--- config.mk ---
export PLATFORM = sky130hd
export DESIGN_NAME = soda_dispense_ctrl
export DESIGN_NICKNAME = d
export VERILOG_FILES = /design/src/rtl/soda_dispense_ctrl.sv
export SDC_FILE = /design/constraint.sdc
export NUM_CORES = 1
export LEC_CHECK = 0
export CAP_MARGIN = 20
export CORE_AREA = 2 2 52 54
export CTS_BUF_LIST = sky130_fd_sc_hd__clkbuf_8
export DETAILED_ROUTE_END_ITERATION = 7
export DIE_AREA = 0 0 54 56
export DONT_BUFFER_PORTS = 1
export PLACE_DENSITY = 0.74
export REMOVE_ABC_BUFFERS = 1
export SYNTH_ARGS = -nofsm -noshare
export SYNTH_HDL_FRONTEND = slang
export SYNTH_SLANG_ARGS = --single-unit
--- constraint.sdc ---
create_clock -name clk -period 5.14 [get_ports clk]
set_input_delay 0.771 -clock clk [delete_from_list [all_inputs] [get_ports clk]]
set_output_delay 0.771 -clock clk [all_outputs]
set_load 0.02 [all_outputs]
--- src/rtl/soda_dispense_ctrl.sv ---
// Generic single-clock FIFO used for the vend event queue.
// Latency: a push is visible at out_vld/out_dat the cycle after it is accepted.
// Backpressure: in_rdy drops only when full, unless a pop on the same edge frees a slot.
module sync_fifo #(
  parameter int WIDTH = 8,
  parameter int DEPTH = 4
) (
  input  logic                   clk,
  input  logic                   reset_n,
  input  logic                   in_vld,
  output logic                   in_rdy,
  input  logic [WIDTH-1:0]       in_dat,
  output logic                   out_vld,
  input  logic                   out_rdy,
  output logic [WIDTH-1:0]       out_dat,
  output logic [$clog2(DEPTH):0] count
);
  localparam int AW = $clog2(DEPTH);
  localparam logic [AW:0] FULL_CNT = (AW + 1)'(DEPTH);

  logic [WIDTH-1:0] mem [DEPTH];
  logic [AW-1:0]    wr_ptr;
  logic [AW-1:0]    rd_ptr;
  logic             push;
  logic             pop;

  assign out_vld = (count != '0);
  // A full FIFO still accepts when the head leaves on the same edge.
  assign in_rdy  = (count != FULL_CNT) || out_rdy;
  assign push    = in_vld && in_rdy;
  assign pop     = out_vld && out_rdy;
  assign out_dat = mem[rd_ptr];

  // Storage array; contents need no reset because count gates reads.
  always_ff @(posedge clk) begin
    if (push) begin
      mem[wr_ptr] <= in_dat;
    end
  end

  // Pointers and occupancy; pointers wrap naturally since DEPTH is a power of 2.
  always_ff @(posedge clk or negedge reset_n) begin
    if (!reset_n) begin
      wr_ptr <= '0;
      rd_ptr <= '0;
      count  <= '0;
    end else begin
      if (push) wr_ptr <= wr_ptr + 1'b1;
      if (pop)  rd_ptr <= rd_ptr + 1'b1;
      case ({push, pop})
        2'b10:   count <= count + 1'b1;
        2'b01:   count <= count - 1'b1;
        default: count <= count;
      endcase
    end
  end
endmodule

// Plays vend events (pour, coin change) out to the water valve and coin hopper.
// Latency: input pulse in cycle T -> queued end of T, popped end of T+1, valve high from T+2.
// Backpressure: none upstream (full queue drops and sets sticky overflow); hopper paced by coin_req/coin_ack.
// Optional hopper ack timeout with sticky fault when SODA_EJECT_TIMEOUT_EN is defined.
module soda_dispense_ctrl #(
  parameter int DEPTH          = 4,
  parameter int POUR_CYCLES    = 8
`ifdef SODA_EJECT_TIMEOUT_EN
  ,
  parameter int TIMEOUT_CYCLES = 255
`endif
) (
  input  logic                   clk,
  input  logic                   reset_n,
  input  logic                   pour_water,
  input  logic                   change1,
  input  logic                   change2,
  input  logic                   change22,
  output logic                   valve_open,
  output logic                   coin_req,
  output logic                   coin_sel,
  input  logic                   coin_ack,
  output logic                   busy,
  output logic [$clog2(DEPTH):0] fifo_count,
  output logic                   overflow,
  output logic                   fault
);
  typedef struct packed {
    logic       pour;
    logic       n1;
    logic [1:0] n2;
  } vend_ev_t;

  typedef enum logic [1:0] {IDLE, POUR, COIN, GAP} state_t;

  localparam int PW = (POUR_CYCLES > 1) ? $clog2(POUR_CYCLES) : 1;

  vend_ev_t        ev_in;
  vend_ev_t        ev_head;
  logic            ev_vld;
  logic            ev_rdy;
  logic            head_vld;
  logic            head_rdy;
  state_t          state;
  state_t          state_nxt;
  logic [PW-1:0]   pour_cnt;
  logic [PW-1:0]   pour_cnt_nxt;
  logic            n1;
  logic            n1_nxt;
  logic [1:0]      n2;
  logic [1:0]      n2_nxt;
  logic            coins_owed;
  logic            timeout_hit;

  // change22 is two 2-unit coins, so {change22, change2} is exactly change2 + 2*change22.
  assign ev_in    = '{pour: pour_water, n1: change1, n2: {change22, change2}};
  assign ev_vld   = pour_water || change1 || change2 || change22;
  assign head_rdy = (state == IDLE);

  sync_fifo #(
    .WIDTH ($bits(vend_ev_t)),
    .DEPTH (DEPTH)
  ) u_ev_fifo (
    .clk     (clk),
    .reset_n (reset_n),
    .in_vld  (ev_vld),
    .in_rdy  (ev_rdy),
    .in_dat  (ev_in),
    .out_vld (head_vld),
    .out_rdy (head_rdy),
    .out_dat (ev_head),
    .count   (fifo_count)
  );

  assign coins_owed = n1 || (n2 != 2'd0);

  // Sticky flag for events lost to a full queue.
  always_ff @(posedge clk or negedge reset_n) begin
    if (!reset_n) begin
      overflow <= 1'b0;
    end else if (ev_vld && !ev_rdy) begin
      overflow <= 1'b1;
    end
  end

  // FSM state and working registers for the event being played.
  always_ff @(posedge clk or negedge reset_n) begin
    if (!reset_n) begin
      state    <= IDLE;
      pour_cnt <= '0;
      n1       <= 1'b0;
      n2       <= 2'd0;
    end else begin
      state    <= state_nxt;
      pour_cnt <= pour_cnt_nxt;
      n1       <= n1_nxt;
      n2       <= n2_nxt;
    end
  end

  // Next-state: one event at a time, pour first, then 2-unit coins before 1-unit coins.
  always_comb begin
    state_nxt    = state;
    pour_cnt_nxt = pour_cnt;
    n1_nxt       = n1;
    n2_nxt       = n2;
    case (state)
      IDLE: begin
        if (head_vld) begin
          n1_nxt       = ev_head.n1;
          n2_nxt       = ev_head.n2;
          pour_cnt_nxt = '0;
          if (ev_head.pour) begin
            state_nxt = POUR;
          end else if (ev_head.n1 || (ev_head.n2 != 2'd0)) begin
            state_nxt = COIN;
          end
        end
      end
      POUR: begin
        if (pour_cnt == PW'(POUR_CYCLES - 1)) begin
          state_nxt = coins_owed ? COIN : IDLE;
        end else begin
          pour_cnt_nxt = pour_cnt + 1'b1;
        end
      end
      COIN: begin
        if (coin_ack) begin
          if (n2 != 2'd0) n2_nxt = n2 - 2'd1;
          else            n1_nxt = 1'b0;
          state_nxt = GAP;
        end else if (timeout_hit) begin
          // Hopper is unresponsive: abandon the rest of this event's change.
          n1_nxt    = 1'b0;
          n2_nxt    = 2'd0;
          state_nxt = GAP;
        end
      end
      GAP: begin
        state_nxt = coins_owed ? COIN : IDLE;
      end
      default: begin
        state_nxt = IDLE;
      end
    endcase
  end

  // Outputs decode from registered state only.
  assign valve_open = (state == POUR);
  assign coin_req   = (state == COIN);
  assign coin_sel   = (state == COIN) && (n2 != 2'd0);
  assign busy       = (state != IDLE) || head_vld;

`ifdef SODA_EJECT_TIMEOUT_EN
  localparam int TW = $clog2(TIMEOUT_CYCLES + 1);

  logic [TW-1:0] to_cnt;

  assign timeout_hit = (to_cnt == TW'(TIMEOUT_CYCLES - 1));

  // Ack wait counter restarts on every COIN entry; fault latches until reset.
  always_ff @(posedge clk or negedge reset_n) begin
    if (!reset_n) begin
      to_cnt <= '0;
      fault  <= 1'b0;
    end else begin
      if (state == COIN) to_cnt <= to_cnt + 1'b1;
      else               to_cnt <= '0;
      if ((state == COIN) && !coin_ack && timeout_hit) fault <= 1'b1;
    end
  end
`else
  assign timeout_hit = 1'b0;
  assign fault       = 1'b0;
`endif
endmodule

---- Word-level counts from Yosys, hierarchy flattened ----
Memory sizes are Yosys's and may differ from the RTL's.
Index checks and enable logic that the tools add are counted.
word-level totals
  memories ................................ 1
  output and inout bits ................... 9
  bits in writable memories ............... 16
  register bits ........................... 16
  logic and storage cells ................. 74
cells by class
  reductions and logical operators ........ 24
  multiplexer cells ....................... 21
  add/subtract/negate cells ............... 6
  equality and inequality tests ........... 14
memory list
  name           words  width  rd ports  clocked after memory_dff  write ports  RTL line  RTL
  u_ev_fifo.mem  4      4      1         0                         1            21        logic [WIDTH-1:0] mem [DEPTH];
operators with widths
  operator             number
  $mux 2               9
  $pmux 3 s2           2
  $reduce_and 4->1     3
  $reduce_bool 2->1    6
  $pmux 2 s4           1
  $logic_or 1x1->1     7
  $add 3x1->3 const B  2
  $eq 2x2->1 const B   3
  $mux 3               2
  $ne 2x1->1 const B   3
  $ne 2x2->1 const B   3
  $ne 3x3->1 const B   2
  $mux 1               5
  $add 2x1->2 const B  2
  $eq 2x1->1 const B   2
  $logic_and 1x1->1    4
  $pmux 2 s2           1
  $eq 3x3->1 const B   1
  $reduce_and 3->1     1
  $reduce_bool 3->1    1
  $sub 3x1->3 const B  1
  $logic_not 2->1      1
  $pmux 1 s2           1
  $sub 2x1->2 const B  1
  $logic_not 1->1      1

---- Depth between registers and ports, before layout ----
An unclocked memory read counts as a cell.
  depth after elaboration ................. 7
  depth in mapped cells ................... 10
  mapped depth without buffers ............ 9

---- Modules after synthesis ----
From an unflattened synthesis, not the netlist that was laid out.
unflattened totals
  cells, all modules ...................... 119
  area, all modules ....................... 1550.2 µm²
by module, submodules not included
  module              sequential area each (µm²)  instances  area each (µm²)  cells each
  sync_fifo           655.6                       1          1017.2           60
  soda_dispense_ctrl  225.2                       1          533.0            59

---- Least setup slack after synthesis ----
Ideal clock, no wire load.
  path kind ............................... input to register
  start ................................... input port change22
  end ..................................... register u_ev_fifo.count[2]
  required time ........................... 5060 ps
  path slack .............................. 2746 ps
  stages on the path ...................... 9
  buffers on the path ..................... 0
  library setup time ...................... 80 ps
  arrival time ............................ 2314 ps
  path through ............................ nor4_1 a31oi_2 inv_1 ha_1 inv_1 fa_1 xor2_1 nor2_1 xor2_1
on the way
  cells in the longest elaborated chain, start to end .. 4
  elaborated cells on any way between the ends .. 6
ends and longest elaborated chain
  what                                             RTL line  RTL
  start, declared                                  76        input logic change22,
  $logic_or 1x1->1 *                               115       assign ev_vld = pour_water || change1 || change2 || change22;
  $logic_and 1x1->1 *                              30        assign push = in_vld && in_rdy;
  $eq 2x1->1 or $eq 2x2->1 (tied branches)         50        case ({push, pop})
  $pmux 3 s2 or $reduce_bool 2->1 (tied branches)  -
  end signal, assigned                             51        2'b10: count <= count + 1'b1;
  end signal, assigned                             52        2'b01: count <= count - 1'b1;
  end signal, assigned                             53        default: count <= count;
  end, declared                                    16        output logic [$clog2(DEPTH):0] count
Every way passes the cells marked *; elsewhere a longest branch is shown, timed or not.
A chain may end at the register's enable or synchronous reset.

---- Worst setup path after layout ----
  start ................................... register u_ev_fifo.count[0]
  end ..................................... output port busy
on the way
  cells in the longest elaborated chain, start to end .. 2
ends and longest elaborated chain
  what               RTL line  RTL
  $reduce_bool 3->1  27        assign out_vld = (count != '0);
  $logic_or 1x1->1   210       assign busy = (state != IDLE) || head_vld;
  end, declared      81        output logic busy,
Every way passes these cells.

==> flow_summary_export.csv <==
group,metric,value,unit
run_status,status,"finished, final reports clean",
critical_path,critPathArrivalTime,1.61,ns
clocking,hold_buffers,0,
global_route,grt_pass1_vias,905,
critical_path,r2r_end,"u_ev_fifo.count[2]",
layout,drive_gt1_share,10.6,%
timing,report.final.setup_viol,0,
clocking,clockBufferDepth,2,
floorplan,core,0.00243,mm²
floorplan,die_x,54,µm
timing,post-route-period-util,46.3,%
floorplan,pin_count,16,
clocking,cts_setup_buffers,0,
layout,fin_area,0.00165,mm²
global_route,grt_max_degree,17,
synth,synthDistinctLibCells,35,
timing,rsz0062_at_grt,"no",
detailed_routing,vias_per_cell,5.97,
synth,ys_warn_count,0,
synth,ys_seq_area_share,57.5,%
timing,relSlewSlack,57.4,%
synth,synth_flop_cell,"edfxtp_1",
timing,skew,0.00462,ns
power,ir_drop,389,µV
power,power_density,667,mW/mm²
global_route,antenna_found_initial,0,
layout,layout_common_cells,"dfrtp_1, edfxtp_1, inv_1",
timing,min_period,2.38,ns
detailed_routing,drc,0,
critical_path,startpoint,"u_ev_fifo.count[0]",
placement,place_area,0.00154,mm²
layout,fin_nets,138,
synth,synth-edff-count,16,
job,max_cap_violations,0,
power,p_leak,0.689,nW
floorplan,die-area,0.00302,mm²
clocking,numCtsBuffers,5,
critical_path,required,4.37,ns
timing,max_freq,420,MHz
timing,hold_slack,0.179,ns
global_route,overflow,0,
synth,postSynthAreaPerCell,13.0,µm²
synth,async_flop_share,50.0,%
clocking,cts-root-buf,"clkbuf_8",
critical_path,critPathLaunchType,"register",
layout,syn_to_final_growth,7.60,%
detailed_routing,ant_nets,0,
timing,worst_pin_slew,0.634,ns
floorplan,start_util,63.0,%
power,power,1.10,mW
placement,port_buffers,0,
critical_path,r2r_slack,2.81,ns
detailed_routing,firstDrtPassIters,4,
detailed_routing,vias,913,
layout,n_antenna_cell,0,
floorplan,rows,18,
global_route,grt_pass1_wl,4.08,mm
critical_path,endpoint,"busy",
placement,hpwl,1.78,mm
clocking,cts_resized,0,
critical_path,worstSetupEndpointType,"output pin",
critical_path,path_class,"reg2out",
clocking,insertion_delay,0.28,ns
worst_hold_path,worstHoldPathType,"in2async",
critical_path,reg2reg_depth,8,
detailed_routing,drt-total-wl,2.43,mm
detailed_routing,wl_per_cell,15.9,µm
timing,tns,0,ns
synth,syn_area,0.00153,mm²
timing,finalHoldViolations,0,
detailed_routing,first_iter_violations,21,
clocking,cts.sinks,32,
critical_path,path_max_fanout,5,
clocking,cts_htree_levels,2,
clocking,cts_tree,"built",
placement,gp_congestion,0.675,
clocking,clkTransAtPathRegs,0.07,ns
floorplan,dieHeight,56,µm
timing,slew_violations,0,
synth,ys_ff_latch,32,
synth,syn_inst,118,
global_route,grt_usage,19.2,%
synthesized netlist by cell type (3+ instances only):
library cell | count | area share (%)
xor2_1 | 3 | 1.7
nor2_1 | 8 | 2.0
o21ai_0 | 7 | 2.3
xnor2_1 | 3 | 1.7
edfxtp_1 | 16 | 31
dfrtp_1 | 16 | 26
nor3_1 | 4 | 1.3
mux2i_1 | 3 | 2.0
ha_1 | 8 | 6.5
nand2_1 | 8 | 2.0
inv_1 | 10 | 2.5
and2_1 | 4 | 1.6
metal layers:
layer	wire, µm	global-route usage [%]	vias to the layer above
li1	-	-	421
met2	1210	29.6	25
met3	145	7.26	5
met5	0	0	-
met1	1040	23.4	462
met4	29	8.57	0
cells by family after synthesis:
logic type               after synthesis  synth area share, %
flip-flops                            32                 57.5
AND/OR/NAND/NOR                       31                 9.64
AO/OA/AOI/OAI                         18                 7.68
buffers and inverters                 13                 4.58
adder cells (fa/ha/maj)                9                 7.84
multiplexers                           8                 9.07
XOR/XNOR                               6                 3.43
other                                  1                0.245
critical path, stage by stage, from the launching register on:
cell	delay [ns]
dfrtp_1	0.50
nor3_1	0.52
nand3_1	0.31
area by class of cell:
class | count | area, µm²
Clock buffer | 5 | 68.8
Clock inverter | 3 | 42.5
Fill cell | 175 | 785
Inverter | 10 | 37.5
Multi-Input combinational cell | 73 | 581
Sequential cell | 32 | 881
Tap cell | 30 | 37.5
worst min-delay path by stage:
stage	slack, ns	end	startpoint
6_report	0.18	u_ev_fifo.rd_ptr[1]	reset_n
5_1_grt	0.16	overflow	reset_n
4_1_cts	0.17	u_ev_fifo.rd_ptr[1]	reset_n
3_5_place_dp	0.48	n2[0]	reset_n
3_3_place_gp	0.48	n2[1]	reset_n
2_1_floorplan	0.47	n1	n1
stage by stage:
stage                     worst slack (ns)  utilization [%]  cells
after floorplan                       2.75                -    115
after global placement                2.63             63.2    145
after detailed placement              2.56             63.2    145
after CTS                             2.73             67.7    153
after global routing                  2.62             67.7    153
final                                 2.76             67.7    153
sequential cells by signal, summed over array words and instances, names as in the netlist, named ones only:
signal            count
n1                    1
n2                    2
overflow              1
pour_cnt              3
state                 1
u_ev_fifo.count       3
u_ev_fifo.mem        16
u_ev_fifo.rd_ptr      2
u_ev_fifo.wr_ptr      2
power breakdown:
part / total, mW / internal [mW] / switching, mW
Clock: 0.235 / 0.143 / 0.0920
Combinational: 0.385 / 0.171 / 0.214
Sequential: 0.478 / 0.381 / 0.0967
(Power assumes the default switching activity.)
